**src/rtl/pipe_pkg.sv**
```systemverilog
// Shared pipeline constants: payload widths and field offsets
// for each inter-stage bundle of the core.
package pipe_pkg;

   localparam int PIPE_DEF_W     = 32;
   localparam int PIPE_DEF_CNT_W = 16;

   localparam int XLEN   = 32;
   localparam int REG_AW = 5;

   // IF/ID: {instr, pc}
   localparam int IFID_PC_O    = 0;
   localparam int IFID_INSTR_O = IFID_PC_O + XLEN;
   localparam int IFID_W       = IFID_INSTR_O + XLEN;

   // ID/EX: {ctrl, rd, imm, rs2, rs1, pc}
   localparam int IDEX_CTRL_BITS = 8;
   localparam int IDEX_PC_O      = 0;
   localparam int IDEX_RS1_O     = IDEX_PC_O + XLEN;
   localparam int IDEX_RS2_O     = IDEX_RS1_O + XLEN;
   localparam int IDEX_IMM_O     = IDEX_RS2_O + XLEN;
   localparam int IDEX_RD_O      = IDEX_IMM_O + XLEN;
   localparam int IDEX_CTRL_O    = IDEX_RD_O + REG_AW;
   localparam int IDEX_W         = IDEX_CTRL_O + IDEX_CTRL_BITS;

   // EX/MEM: {ctrl, rd, rs2, alu}
   localparam int EXMEM_CTRL_BITS = 4;
   localparam int EXMEM_ALU_O     = 0;
   localparam int EXMEM_RS2_O     = EXMEM_ALU_O + XLEN;
   localparam int EXMEM_RD_O      = EXMEM_RS2_O + XLEN;
   localparam int EXMEM_CTRL_O    = EXMEM_RD_O + REG_AW;
   localparam int EXMEM_W         = EXMEM_CTRL_O + EXMEM_CTRL_BITS;

   // MEM/WB: {we, rd, wdata}
   localparam int MEMWB_WDATA_O = 0;
   localparam int MEMWB_RD_O    = MEMWB_WDATA_O + XLEN;
   localparam int MEMWB_WE_O    = MEMWB_RD_O + REG_AW;
   localparam int MEMWB_W       = MEMWB_WE_O + 1;

endpackage

```
**src/rtl/pipe_entry.sv**
```systemverilog
// One valid+data pipeline slot; clear wins over load, and
// i_zero selects whether a clear also wipes the payload.
module pipe_entry
   import pipe_pkg::*;
#(
   parameter int W = PIPE_DEF_W
) (
   input  logic         clk,
   input  logic         rset,
   input  logic         i_load,
   input  logic         i_clr,
   input  logic         i_zero,
   input  logic [W-1:0] i_data,
   output logic         o_valid,
   output logic [W-1:0] o_data
);

   logic         r_v;
   logic [W-1:0] r_d;

   always_ff @(posedge clk or negedge rset) begin
      if (!rset) begin
         r_v <= 1'b0;
         r_d <= '0;
      end else if (i_clr) begin
         r_v <= 1'b0;
         if (i_zero) r_d <= '0;
      end else if (i_load) begin
         r_v <= 1'b1;
         r_d <= i_data;
      end
   end

   assign o_valid = r_v;
   assign o_data  = r_d;

endmodule

```
**src/rtl/pipe_skid_stage.sv**
```systemverilog
// Generic stage register with valid/ready handshake, optional
// skid slot for a registered in_ready, flush and stall counter.
module pipe_skid_stage
   import pipe_pkg::*;
#(
   parameter int DATA_W      = PIPE_DEF_W,
   parameter bit SKID        = 1'b1,
   parameter bit ZERO_BUBBLE = 1'b1,
   parameter int CNT_W       = PIPE_DEF_CNT_W
) (
   input  logic              clk,
   input  logic              rset,
   input  logic              flush,
   input  logic              in_valid,
   output logic              in_ready,
   input  logic [DATA_W-1:0] in_data,
   output logic              out_valid,
   input  logic              out_ready,
   output logic [DATA_W-1:0] out_data,
   output logic [CNT_W-1:0]  stall_cnt,
   input  logic              stall_clr
);

   localparam logic [CNT_W-1:0] CNT_MAX = '1;
   localparam logic [CNT_W-1:0] CNT_ONE = {{(CNT_W-1){1'b0}}, 1'b1};

   logic              w_in_fire;
   logic              w_out_fire;
   logic              w_main_v;
   logic [DATA_W-1:0] w_main_d;
   logic              w_main_ld;
   logic              w_main_clr;
   logic [DATA_W-1:0] w_main_din;
   logic              w_skid_v;
   logic [DATA_W-1:0] w_skid_d;
   logic              w_skid_ld;
   logic              w_skid_clr;
   logic [CNT_W-1:0]  r_cnt;

   assign w_in_fire  = in_valid & in_ready;
   assign w_out_fire = w_main_v & out_ready;

   pipe_entry #(
      .W (DATA_W)
   ) u_main (
      .clk     (clk),
      .rset    (rset),
      .i_load  (w_main_ld),
      .i_clr   (w_main_clr),
      .i_zero  (ZERO_BUBBLE),
      .i_data  (w_main_din),
      .o_valid (w_main_v),
      .o_data  (w_main_d)
   );

   generate
      if (SKID) begin : g_skid
         logic r_in_rdy;

         always_comb begin
            w_main_ld  = 1'b0;
            w_main_clr = 1'b0;
            w_main_din = in_data;
            w_skid_ld  = 1'b0;
            w_skid_clr = 1'b0;
            if (flush) begin
               w_main_clr = 1'b1;
               w_skid_clr = 1'b1;
            end else begin
               // in_ready is low while skid is full, so a skid
               // refill of main never collides with an accept
               if (w_out_fire && w_skid_v) begin
                  w_main_ld  = 1'b1;
                  w_main_din = w_skid_d;
                  w_skid_clr = 1'b1;
               end else if (w_in_fire) begin
                  if (!w_main_v || w_out_fire) w_main_ld = 1'b1;
                  else                         w_skid_ld = 1'b1;
               end else if (w_out_fire) begin
                  w_main_clr = 1'b1;
               end
            end
         end

         pipe_entry #(
            .W (DATA_W)
         ) u_skid (
            .clk     (clk),
            .rset    (rset),
            .i_load  (w_skid_ld),
            .i_clr   (w_skid_clr),
            .i_zero  (ZERO_BUBBLE),
            .i_data  (in_data),
            .o_valid (w_skid_v),
            .o_data  (w_skid_d)
         );

         always_ff @(posedge clk or negedge rset) begin
            if (!rset)           r_in_rdy <= 1'b1;
            else if (w_skid_clr) r_in_rdy <= 1'b1;
            else if (w_skid_ld)  r_in_rdy <= 1'b0;
         end

         assign in_ready = r_in_rdy;
      end else begin : g_single
         always_comb begin
            w_main_ld  = 1'b0;
            w_main_clr = 1'b0;
            w_main_din = in_data;
            w_skid_ld  = 1'b0;
            w_skid_clr = 1'b0;
            if (flush)               w_main_clr = 1'b1;
            else if (w_in_fire)      w_main_ld  = 1'b1;
            else if (w_out_fire)     w_main_clr = 1'b1;
         end

         assign w_skid_v = 1'b0;
         assign w_skid_d = '0;
         assign in_ready = !w_main_v | out_ready;
      end
   endgenerate

   always_ff @(posedge clk or negedge rset) begin
      if (!rset)
         r_cnt <= '0;
      else if (stall_clr)
         r_cnt <= '0;
      else if (w_main_v && !out_ready && r_cnt != CNT_MAX)
         r_cnt <= r_cnt + CNT_ONE;
   end

   assign out_valid = w_main_v;
   assign out_data  = w_main_d;
   assign stall_cnt = r_cnt;

endmodule

```
**config.mk**
```make
export PLATFORM = sky130hd
export DESIGN_NAME = pipe_skid_stage
export DESIGN_NICKNAME = d
export VERILOG_FILES = /design/src/rtl/pipe_pkg.sv /design/src/rtl/pipe_entry.sv /design/src/rtl/pipe_skid_stage.sv
export SDC_FILE = /design/constraint.sdc
export NUM_CORES = 1
export LEC_CHECK = 0
export CAP_MARGIN = 20
export CELL_PAD_IN_SITES_DETAIL_PLACEMENT = 1
export CELL_PAD_IN_SITES_GLOBAL_PLACEMENT = 1
export CORE_MARGIN = 3
export CORE_UTILIZATION = 35
export CTS_CLUSTER_DIAMETER = 40
export CTS_CLUSTER_SIZE = 24
export DETAILED_ROUTE_END_ITERATION = 7
export PLACE_DENSITY_LB_ADDON = 0.1
export REMOVE_ABC_BUFFERS = 1
export SLEW_MARGIN = 30
export SYNTH_ARGS = -nofsm -noshare
export SYNTH_HDL_FRONTEND = slang
export SYNTH_SLANG_ARGS = --single-unit
```
**constraint.sdc**
```tcl
create_clock -name clk -period 2.4 [get_ports clk]
set_input_delay 0.48 -clock clk [delete_from_list [all_inputs] [get_ports clk]]
set_output_delay 0.48 -clock clk [all_outputs]
set_load 0.01 [all_outputs]
```
### Word-level counts from Yosys, hierarchy flattened

Index checks and enable logic that the tools add are counted.

| cells by class | value |
|---|---|
| add/sub/neg operators | 1 |
| equality and inequality tests | 1 |
| multiplexer cells | 28 |
| bitwise logic cells | 2 |
| reduce and logical (&&, ||, !) cells | 9 |

Operator list:

| kind | number |
|---|---|
| two-way mux 32 bit | 6 |
| two-way mux 16 bit | 2 |
| two-way mux 1 bit | 20 |
| adder 16 x 1 -> 16 bit (second input constant) | 1 |
| != test 16 bit (second input constant) | 1 |
| nonzero test 2 bit | 3 |
| logical AND 1 bit | 3 |
| AND 1 bit | 2 |
| logical NOT 1 bit | 2 |
| logical OR 1 bit | 1 |

| storage, ports and cells | value |
|---|---|
| bits in registers | 83 |
| output and inout port bits | 50 |

### Depth between registers and ports, before layout

Gate-level depths: netlist of run 1.

| depth | value |
|---|---|
| depth in word-level cells | 8 |
| gate-level depth with buffers | 7 |

### Cells and area by module

A second synthesis of run 1 with hierarchy kept.

| second synthesis, totals | value |
|---|---|
| cell total of the unflattened synthesis | 381 |
| area total of the unflattened synthesis | 4735.8 µm² |

Modules (own cells, without submodules):

| module | instances | cells each | area each (µm²) | sequential area each (µm²) |
|---|---|---|---|---|
| pipe_entry | 2 | 112 | 1620.3 | 825.8 |
| pipe_skid_stage | 1 | 157 | 1495.2 | 426.7 |

### Worst setup path after synthesis of run 1

No wires, ideal clock.

| timing path | value |
|---|---|
| path type | input-to-reg |
| start point | input out_ready |
| end point | register r_cnt[15] (netlist: stall_cnt[15]) |
| setup time | 128 ps |
| arrival | 1959 ps |
| required time | 2272 ps |
| setup slack | 314 ps |
| cell stages on the path | 6 |
| path through | nand2b_4 -> buf_6 -> or4_1 -> buf_2 -> nor4b_1 -> mux2_1 |

| between the ends | value |
|---|---|
| word-level cells in the longest chain between the ends | 4 |

Ends and longest elaborated chain:

| item | RTL line | RTL |
|---|---|---|
| start, declared | pipe_skid_stage.sv:18 | `input logic out_ready,` |
| logical NOT 1 bit | pipe_skid_stage.sv:128 | `else if (w_main_v && !out_ready && r_cnt != CNT_MAX)` |
| logical AND 1 bit (2 in a row) | pipe_skid_stage.sv:128 |  |
| nonzero test 2 bit (no source line) | n/a |  |
| end signal, assigned | pipe_skid_stage.sv:129 | `r_cnt <= r_cnt + CNT_ONE;` |
| end, declared | pipe_skid_stage.sv:38 | `logic [CNT_W-1:0] r_cnt;` |

Every way passes these cells.
A chain may end at the register's enable or synchronous reset.

### Worst setup path in the final report of run 1

Ends and elaborated chain as after synthesis.

==> impl_metrics.yaml, run 1 <==
placed_design:
  place.gp.congestion: 0.926
  port_buffers: 87
  post-place-ws_ns: -0.115
  hpwl_mm: 7.08
  place_area_um2: 4870
  dp_cells: 581
die:
  die_h_um: 109
  num_io_pins: 88
  start_util_pct: 36.0
  core_area_um2: 10400
  rows: 37
  die_w_um: 109
  die_area_um2: 11900
clocking:
  cts.clk_slew.worst_paths_ns: 0.09
  clkLatencyLatePin_ns: 0.35
  numCtsBuffers: 9
  postCtsSetupBuffers: 0
  h-tree-depth: 3
  cts_resized: 0
  root_buffer: "clkbuf_8"
  cts_hold_buf: 0
  cts_sinks: 83
  cts_tree: "done"
  clock_path_buffers: 2
yosys:
  postSynthCellCount: 368
  syn_area_um2: 3730
  ys_ff_latch: 83
  synthMuxAreaShare_pct: 1.51
  ys.flop_type: "dfrtp_1"
  yosys.area_share.simple_pct: 17.6
  synth_area_leaders: "dfrtp_1 55%, o21ai_0 9.1%, a22o_1 7.5%, or3_1 5.9%, nand2_1 4.1%"
  synth_top_family_by_area: "compound AO/OA/AOI/OAI gates"
  yosysTopAreaCell: "dfrtp_1"
  synth_fa_ha_area_share_pct: 0.335
  ys_warn_count: 0
  synth_top_area_share_pct: 55.0
  avgSynthCellArea_um2: 10.1
  synth_compound_gate_area_share_pct: 21.3
  yosysSeqAreaShare_pct: 55.7
  synthTopCellsByCount: "82 x dfrtp_1, 68 x o21ai_0, 41 x nand2_1"
  async_reset_ff_share_pct: 100
  yosysMostFrequentCell: "dfrtp_1"
  synthXorXnorAreaFrac_pct: 0
  synth.distinct_cells: 34
  synth_edf_count: 0
sta:
  maxSlewHeadroom_pct: 64.3
  fmax_mhz: 465
  fin_ws_ns: 0.250
  fin_crit_ns: 2.15
  setup_viol: 0
  rsz0062_at_grt: "no"
  timing.final.hold_violations: 0
  fin_setup_tns_ns: 0
  hold_slack_ns: 0.0880
  drv_slew: 0
  fin_skew_ns: 0.0150
  period_share_pct: 89.6
  tightest_slew_ns: 0.534
layout:
  fin_area_um2: 5100
  antenna_cells: 0
  drive_gt1_share_pct: 10.6
  final_cells: 598
  fin_nets: 496
  fin_util_pct: 49.2
  fillers: 1182
  area_growth_pct: 36.6
detailed_routing:
  antenna_left: 0
  drt_wl_total_mm: 10.9
  routedWlPerCell_um: 18.2
  drtPass1Iterations: 4
  remaining_drc_errors: 0
  drtIter0Drc: 130
  viasPerCell: 5.55
  num_vias: 3321
global_route:
  grt.total_usage_pct: 19.4
  grt_pass1_vias: 3486
  overflow: 0
  antenna_found_initial: 0
  grt_start_max_net_pins: 39
  grt_pass1_wl_mm: 18.1
worst_hold_path:
  hold_class: "input port to asynchronous set/reset pin"
worst_setup_path:
  regToRegEndpoint: "stall_cnt[14]"
  r2r_slack_ns: 0.38
  crit_path_end_kind: "register"
  reg2reg_depth: 5
  crit_fanout: 5
  reg2reg_from: "stall_cnt[0]"
  worstPathRequired_ns: 2.64
  path_class: "input port to register"
  cp.arrival_ns: 2.39
  cp-start-kind: "input port"
power:
  irDropWorstVdd_uv: 408
  leakagePower_nw: 2.09
  p_per_area_nw_per_um2: 583
  power.total_mw: 2.97
run:
  maxCapViolations: 0
status:
  status: "completed"
-- where the power goes --
| part | internal (mW) | switching, mW |
|---|---|---|
| clock network | 0.510 | 0.534 |
| logic | 0.216 | 0.209 |
| registers | 1.46 | 0.0422 |
| total | 2.19 | 0.786 |
-- registers in the layout (all words and copies together) (netlist names) --
name	cells
stall_cnt	16
g_skid.u_skid.o_valid	1
g_skid.u_skid.o_data	32
in_ready	1
u_main.o_valid	1
u_main.o_data	32
-- cell families after synthesis --
kind of cell	Yosys count
AOI/OAI and AO/OA	127
adders and majority gates	1
and+or+nand+nor	121
DFF	83
muxes	5
buffers and inverters	31
-- worst max-delay path: stages --
cell and delay (ns):
clkdlybuf4s50_1 0.44, nand2b_4 0.15, or4_1 0.63, nor4b_1 0.33
mux2_1 0.36
-- metal layers --
layer	up-vias	GRT usage, %	part of all wire (%)
li1	1527	-	-
met1	1696	25.5	44
met3	9	4.50	5.1
met2	89	32.5	50
met4	0	4.54	0.76
met5	-	0	0
-- layout make-up --
type | count | area [µm²] | share of cell area, %
clock buffers | 10 | 138 | 2.70
multi-input cells | 254 | 1540 | 30.2
flip-flops and latches | 83 | 2080 | 40.7
well taps | 136 | 170 | 3.34
repair buffers | 108 | 1110 | 21.7
inverters | 1 | 3.75 | 0.0736
clock inverters | 6 | 63.8 | 1.25
-- how the worst max path moves through the flow --
stage                         startpoint                       to  slack (ns)  cells after the start
after floorplan           u_main.o_valid  g_skid.u_skid.o_data[0]       -0.31                      3
after global placement         out_ready            stall_cnt[15]       -0.08                      5
after detailed placement       out_ready            stall_cnt[15]       -0.11                      5
after CTS                      out_ready            stall_cnt[15]        0.28                      5
after global routing           out_ready            stall_cnt[15]        0.15                      5
final                          out_ready            stall_cnt[15]        0.25                      5
-- layout by cell type, fill, tap and decap left out, types with 2 or more instances in the layout --
| cell type | n |
|---|---|
| buf_12 | 5 |
| nor2_1 | 6 |
| nor4_1 | 3 |
| clkinv_2 | 2 |
| o21a_1 | 2 |
| nand3_1 | 6 |
| dfrtp_1 | 82 |
| clkinvlp_4 | 2 |
| nand2_1 | 41 |
| clkbuf_8 | 10 |
| nor3b_1 | 2 |
| o31ai_1 | 7 |
| nor2b_1 | 6 |
| nor4b_1 | 3 |
| and3_1 | 2 |
| a22o_1 | 32 |
| o21ba_2 | 2 |
| or3_1 | 35 |
| a21oi_1 | 12 |
| buf_4 | 16 |
| mux2_2 | 4 |
| or4_1 | 8 |
| clkdlybuf4s50_1 | 86 |
| o21ai_0 | 68 |
| nand4_1 | 4 |
Note: power is estimated with default switching activity, not from simulation.
==> run 2, diff against run 1 <==
CTS_CLUSTER_DIAMETER = 150   (was 40)
CTS_CLUSTER_SIZE = unset   (was 24)
SYNTH_HIERARCHICAL = 1   (was unset)
==> run 2 against run 1 <==
- via count rose by 1.8%
- sequential power is essentially flat
- worst setup slack better by 0.083 ns
- final cell count grew 6.4%
- critical path depth unchanged
- clock power rose by 21%
- design area increased by 18%
- sequential share of layout area down 6.2 points
- clock skew decreased by 0.0093 ns
- sequential cell count unchanged
- power is 12% higher
- largest power group unchanged
==> impl_metrics.yaml, run 2 <==
status:
  status: "completed"
worst_setup_path:
  path_class: "register to register"
  regToRegEndpoint: "stall_cnt[11]"
  slowest_stage: "dfrtp_1"
  reg2reg_depth: 5
  slowest_delay_ns: 0.43
  cp.arrival_ns: 2.29
  r2r_slack_ns: 0.33
  crit_path_end_kind: "register"
  cp-start-kind: "register"
  crit_chain: "ha_1 > and2_1 > and4_1 > a211oi_1 > mux2_1"
  worstPathRequired_ns: 2.62
  crit_fanout: 10
  reg2reg_from: "stall_cnt[0]"
clocking:
  cts_hold_buf: 0
  clock_path_buffers: 2
  cts.clk_slew.worst_paths_ns: 0.06
  postCtsSetupBuffers: 0
  cts_sinks: 83
  numCtsBuffers: 9
  cts_tree: "done"
  h-tree-depth: 3
  clkLatencyLatePin_ns: 0.34
  root_buffer: "clkbuf_16"
  cts_resized: 0
sta:
  timing.final.hold_violations: 0
  tightest_slew_ns: 1.02
  fmax_mhz: 484
  fin_ws_ns: 0.333
  period_share_pct: 86.1
  fin_skew_ns: 0.00570
  fin_crit_ns: 2.07
  maxSlewHeadroom_pct: 31.5
  rsz0062_at_grt: "no"
  drv_slew: 0
  setup_viol: 0
global_route:
  overflow: 0
  grt_pass1_wl_mm: 19.7
  grt_pass1_vias: 3576
  grt_start_max_net_pins: 36
  grt.total_usage_pct: 17.1
  antenna_found_initial: 0
power:
  clock_power_share_pct: 37.9
  pwr-share-comb_pct: 16.0
  irDropWorstVdd_uv: 235
  power.total_mw: 3.33
  switching_power_uw: 879
  sw_frac_of_total_pct: 26.4
  leakagePower_nw: 2.33
  p_per_area_nw_per_um2: 553
  p_int_mw: 2.45
  pwr-share-seq_pct: 46.1
yosys:
  async_reset_ff_share_pct: 100
  yosysTopAreaCell: "dfrtp_1"
  ys_ff_latch: 83
  synth_area_leaders: "dfrtp_1 43%, mux2i_1 14%, mux2_2 8.8%, o2bb2ai_1 8.1%, o2bb2ai_2 6.3%"
  syn_area_um2: 4740
  synth_edf_count: 0
  yosysMostFrequentCell: "dfrtp_1"
  yosysSeqAreaShare_pct: 43.9
  synth_top_area_share_pct: 43.3
  postSynthCellCount: 381
  synth.distinct_cells: 45
  ys_warn_count: 6
  synthTopCellsByCount: "82 x dfrtp_1, 65 x mux2i_1, 44 x o2bb2ai_1"
  ys.flop_type: "dfrtp_1"
  avgSynthCellArea_um2: 12.4
detailed_routing:
  drtIter0Drc: 139
  num_vias: 3381
  routedWlPerCell_um: 19.1
  viasPerCell: 5.32
  drtPass1Iterations: 4
  remaining_drc_errors: 0
  antenna_left: 0
  drt_wl_total_mm: 12.2
die:
  die_h_um: 122
  die_w_um: 122
  core_area_um2: 12900
  start_util_pct: 36.6
  die_area_um2: 15000
  rows: 41
  num_io_pins: 88
placed_design:
  place_area_um2: 5750
  port_buffers: 87
  post-place-ws_ns: 0.0355
  place.gp.congestion: 0.778
  hpwl_mm: 7.90
layout:
  drive_gt1_share_pct: 21.8
  fin_nets: 498
  fillers: 1387
  final_common_cell: "clkdlybuf4s50_1"
  area_growth_pct: 27.0
  fin_area_um2: 6010
  antenna_cells: 0
  final_cell_mix: "86 x clkdlybuf4s50_1, 82 x dfrtp_1, 65 x mux2i_1, 44 x o2bb2ai_1, 37 x mux2_2"
run:
  maxCapViolations: 0
worst_hold_path:
  hold_class: "input port to asynchronous set/reset pin"
==> run 2: logic make-up after synthesis <==
family                   count (synthesis)  share of synthesized area, %
other                                    1                        0.0792
AO/OA/AOI/OAI                           87                          18.2
adder cells (fa/ha/maj)                  1                         0.264
buffers and inverters                   38                          6.21
flip-flops                              83                          43.9
AND/OR/NAND/NOR                         65                          7.90
multiplexers                           106                          23.5
==> run 2: worst max path at each step <==
stage	slack [ns]	cells past startpoint	end	from
after floorplan	-2.47	4	u_main/o_data[14]	u_main/o_valid
after global placement	0.09	7	u_main/o_data[6]	out_ready
after detailed placement	0.04	7	u_main/o_data[6]	out_ready
after CTS	0.32	5	stall_cnt[11]	stall_cnt[0]
after global routing	0.16	5	stall_cnt[11]	stall_cnt[0]
final	0.33	5	stall_cnt[11]	stall_cnt[0]
==> run 2: metal layers <==
layer  vias to the layer above  routed length [µm]  share of wire (%)  global-route usage, %
met5                         -                   0                  0                      0
met1                      1707                5870                 48                   23.6
met4                         0                 199                1.6                   6.51
met2                        58                5700                 47                   26.6
met3                        12                 391                3.2                   3.27
li1                       1604                   -                  -                      -
==> run 2: cell type report <==
type	instances	area (µm²)	share of cell area (%)
sequential	83	2080	34.6
clock inverter	5	30.0	0.499
inverter	3	11.3	0.187
tap	172	215	3.58
timing repair buffer	101	1050	17.4
multi-input combinational	261	2400	39.9
clock buffer	11	233	3.87
==> run 2: worst max-delay path: cells and delay by family (launching register included) <==
family	cells	cell delay, ns
simple gates	2	0.55
flops	1	0.43
mux	1	0.35
compound gates	1	0.34
fa+ha+maj	1	0.28
==> run 2: power by group through the flow <==
| stage | sequential, mW | clock (mW) | combinational, mW |
|---|---|---|---|
| 2_1_floorplan | 1.57 | 0 | 0.219 |
| 3_3_place_gp | 1.55 | 0 | 0.523 |
| 3_5_place_dp | 1.56 | 0 | 0.532 |
| 4_1_cts | 1.53 | 1.31 | 0.533 |
| 5_1_grt | 1.54 | 1.39 | 0.579 |
| 6_report | 1.53 | 1.26 | 0.532 |
==> run 2: through the flow <==
step	std cells	hold slack (ns)	util (%)	TNS, ns
6_report	636	0.0859	46.5	0
5_1_grt	636	0.100	46.5	0
4_1_cts	636	0.0933	46.5	0
3_5_place_dp	620	0.467	44.5	0
3_3_place_gp	620	0.462	44.5	0
2_1_floorplan	347	0.184	-	-150.89
==> edit 1 (flow settings as in run 1) <==
Change the package constant `PIPE_DEF_CNT_W` from 16 to 32.
--- a/src/rtl/pipe_pkg.sv
+++ b/src/rtl/pipe_pkg.sv
@@ -3,7 +3,7 @@
 package pipe_pkg;
 
    localparam int PIPE_DEF_W     = 32;
-   localparam int PIPE_DEF_CNT_W = 16;
+   localparam int PIPE_DEF_CNT_W = 32;
 
    localparam int XLEN   = 32;
    localparam int REG_AW = 5;
Ports: changed (resized stall_cnt); port bits go from 88 to 104. The function was not compared with the original's and may differ.
==> edit 1 against run 1 <==
- first-iteration DRC count increased by 84%
- core utilization increased by 1.5 points
- cell area increased by 28%
- area after synthesis increased by 26%
- worst setup slack got worse by 0.037 ns
- synthesized cell count increased by 44%
- total power increased by 24%
- wire length increased by 34%
- sequential cell count increased by 16
==> edit 1: results (changes against run 1) <==
** Global routing
- Largest net degree at the start of global routing :: 41 (+5.1%)
- The wire length of the first global-routing pass came to 24100 um (+33%).
- Routing usage on met1 :: 26.1% (+0.55 points)
- The met2 layer usage reported by global route came to 35.5% (+3.0 points).

** Routing
- The initial DRC count is 239 (+84%).
- Length of routed met3 wiring :: 620 um (+12%)
- Ratio of routed vias to standard cells :: 5.43 (-2.3%)
- Average routed wire per standard cell :: 17.6 um (-3.3%)
- The wire length the detailed router placed on met1 came to 6480 um (+37%).

** Power and ir drop
- The highest ir drop seen on vdd came to 0.377 mV (-7.5%).
- The power in the clock group was 1.51 mW (+45%).
- Clock network fraction of design power :: 41.0% (+5.9 points)

** Placed design
- The number of placed instances with taps included was 812 (+40%).
- Placed inst area :: 6190 um^2 (+27%)
- Pre-CTS setup slack :: 0.00401 ns (+0.119 ns)
- Number of buffer cells added on primary ports :: 103 (+18%)
- The half-perimeter wire length of the detailed placement result was 9730 um (+38%).

** Logic synthesis
- By area the synthesized netlist is led by sky130_fd_sc_hd__dfrtp_1 52%, sky130_fd_sc_hd__nand2_1 8.6%, sky130_fd_sc_hd__o21ai_0 7.5%.
- Compound-cell area share of the yosys netlist :: 17.6% (-3.7 points)
- Combined area of all synthesized cells :: 4690 um^2 (+26%)
- The share of the synthesized area in the top cell type was 52.2% (-2.7 points).
- Counting instances in the post-synthesis netlist gives the leading cell types as 108 x sky130_fd_sc_hd__nand2_1, 98 x sky130_fd_sc_hd__dfrtp_1, 70 x sky130_fd_sc_hd__o21ai_0.
- The multiplexer area fraction after synthesis was 1.49% (-0.016 points).
- The mean cell area of the mapped netlist is 8.87 um^2 (-13%).

** Setup path
- The slowest stage of the critical path is the sky130_fd_sc_hd__or4_4 cell.
- Worst reg2reg path depth :: 7 (+2)

** Clocking
- The root buffer cell chosen for the clock tree is sky130_fd_sc_hd__clkbuf_16.

** Finish
- The sequential share of cell area was 38.0% (-2.8 points).
- Final #Nets :: 693 (+40%)
- Compared with the post-synthesis result, the final layout area differs by 39.1%.
- Buffers excl. clock :: 150 (+39%)
- Final clock-cell share :: 4.71% (+0.76 points)
- The layout multi-input combinational cell count was 389 (+53%).
- The non-clock inverter count in the final layout is 5 (+4).

** STA
- Worst max-slew margin expressed relative to the limit :: 61.5% (-2.8 points)

** Run status
- The flow ran to the end, and the final reports show no timing, DRC or antenna violations.
## edit 1: cell count changes in the layout (fill, tap and decap cells not counted), moves of 24 or more
cell and change:
sky130_fd_sc_hd__a22o_1 -32, sky130_fd_sc_hd__buf_4 +26, sky130_fd_sc_hd__a21oi_1 +44, sky130_fd_sc_hd__or3_1 -24
sky130_fd_sc_hd__nor3_1 +33, sky130_fd_sc_hd__nand2_1 +67
## edit 1: path summary, 6_finish.rpt
kind | start | end | slack, ns
min | rset | u_main.o_data[29] | 0.11
max reg2reg | stall_cnt[21] | stall_cnt[13] | 0.21
min reg2reg | u_main.o_data[15] | u_main.o_data[15] | 0.47
min in group clk | u_main.o_data[15] | u_main.o_data[15] | 0.47
max | stall_cnt[21] | stall_cnt[13] | 0.21
max in group asynchronous | rset | u_main.o_data[15] | 1.57
## edit 1: what timing repair did
| action | 4_1_cts | 5_1_grt |
|---|---|---|
| hold endpoints to repair | 0 | 0 |
| buffers inserted | 0 | 3 |
| endpoints found under the setup margin | 0 | 8 |
==> edit 2 (config.mk and constraints of run 1) <==
Without the edit above. Put one more register stage on the output `stall_cnt`, cleared by the reset. The value now appears one clock later. The other outputs are not delayed to match.
--- a/src/rtl/pipe_skid_stage.sv
+++ b/src/rtl/pipe_skid_stage.sv
@@ -131,7 +131,13 @@
 
    assign out_valid = w_main_v;
    assign out_data  = w_main_d;
-   assign stall_cnt = r_cnt;
+   always_ff @(posedge clk or negedge rset) begin
+      if (!rset) begin
+         stall_cnt <= '0;
+      end else begin
+         stall_cnt <= r_cnt;
+      end
+   end
 
 endmodule
 
Behaviour: not the same (Yosys sat finds a counterexample within 4 cycles, from zero or initial values).
==> edit 2 against run 1 <==
- area after synthesis up 11%
- cell count increased by 3.0%
- sequential cell count increased by 16
- core utilization decreased by 0.39 points
- wire length up 2.5%
- clock skew shrank 0.011 ns
- cell area is 9.7% higher
- total power grew 30%
- worst setup slack gained 0.046 ns
- sequential share of layout area grew 3.5 points
- count of clock-buffer cells in the layout is 1 higher
- critical path type unchanged
- largest power group unchanged
- highest routed layer unchanged
==> edit 2: results (changes against run 1) <==
** Run status
- The flow ran to the end, and the final reports show no timing, DRC or antenna violations.

** STA
- Worst max-slew margin expressed relative to the limit :: 36.8% (-27 points)
- The worst clock skew on the final layout was 0.00440 ns (-0.0106 ns).

** Routing
- Routed vias :: 3336 (+0.45%)
- The detailed-route wire length per cell was 18.1 um (-0.50%).
- The initial DRC count is 118 (-9.2%).

** Placed design
- Final HPWL from detailed placement :: 7140 um (+0.89%)
- Placed inst area :: 5250 um^2 (+7.8%)
- Placer's final routability congestion estimate :: 0.746 (-19%)
- Total instance count after detailed placement :: 600 (+3.3%)

** Logic synthesis
- Ranked by instance count, the synthesized netlist is headed by 98 x sky130_fd_sc_hd__dfrtp_1, 58 x sky130_fd_sc_hd__o21ai_0, 40 x sky130_fd_sc_hd__nand2_1.
- Mean post-synth cell area :: 10.8 um^2 (+6.8%)
- Synth top area cells :: sky130_fd_sc_hd__dfrtp_1 59%, sky130_fd_sc_hd__o21ai_0 7.0%, sky130_fd_sc_hd__a22o_1 6.8%
- The sequential-to-total area share from yosys stat was 60.0% (+4.3 points).

** Clocking
- The tree is rooted in a sky130_fd_sc_hd__clkbuf_16.

** Global routing
- Via count of the first global-routing pass :: 3442 (-1.3%)
- The global-route usage over all layers is 17.7% (-1.7 points).
- Largest net degree at the start of global routing :: 55 (+41%)

** Power and ir drop
- The highest ir drop seen on vdd came to 0.343 mV (-16%).
- Standby leakage power :: 2.36 nW (+13%)

** Setup path
- CP max FO :: 32 (+27)
- The largest stage delay on the critical path is 0.79 ns (+0.16 ns).
- On the critical path the largest part of the delay comes from compound AO/OA/AOI/OAI gates.
- On the critical path, the stage with the largest delay is an instance of sky130_fd_sc_hd__a21oi_4.

** Finish
- The net total in the final layout is 507 (+2.2%).
-- edit 2: layout make-up --
type | count | area, um^2
Clock buffer | 11 | 243
Timing Repair Buffer | 104 | 1050
Inverter | 1 | 3.75
Clock inverter | 5 | 100
Fill cell | 1240 | 5870
Sequential cell | 99 | 2480
Tap cell | 143 | 179
Multi-Input combinational cell | 253 | 1550
-- edit 2: logic make-up after synthesis --
family | share of synthesized area [%]
compound gates | 20.5
simple gates | 15.5
flops | 60.0
buf+inv | 2.94
mux | 0.515
xor+xnor | 0.212
fa+ha+maj | 0.303
-- edit 2: report_power, final --
| part | switching [mW] | leakage [nW] | internal, mW | total (mW) |
|---|---|---|---|---|
| clock network | 0.623 | 0.169 | 1.04 | 1.67 |
| registers | 0.0403 | 1.36 | 1.73 | 1.77 |
| logic | 0.216 | 0.830 | 0.208 | 0.425 |
-- edit 2: path summary, 6_finish.rpt --
kind	start	to	slack [ns]	cells after the start
max reg2reg	r_cnt[0]	r_cnt[12]	0.45	5
max in group asynchronous	rset	stall_cnt[0]	1.54	2
max	out_ready	g_skid.u_skid.o_data[14]	0.30	4
min reg2reg	r_cnt[1]	stall_cnt[1]	0.42	0
min	rset	u_main.o_data[2]	0.15	1
min in group clk	r_cnt[1]	stall_cnt[1]	0.42	0
-- edit 2: layer usage --
metal	up-vias	GRT usage (%)	wire length (um)
met5	-	0	0
met4	0	7.68	242
met3	15	3.33	414
met2	64	27.8	5240
met1	1699	23.9	5230
li1	1558	-	-
-- edit 2: worst reg2reg max path: stages (launching register included) --
cell and delay [ns]:
sky130_fd_sc_hd__dfrtp_1 0.40, sky130_fd_sc_hd__ha_1 0.26, sky130_fd_sc_hd__nand4_2 0.18, sky130_fd_sc_hd__or3_1 0.51, sky130_fd_sc_hd__or3_1 0.39, sky130_fd_sc_hd__a21oi_1 0.14
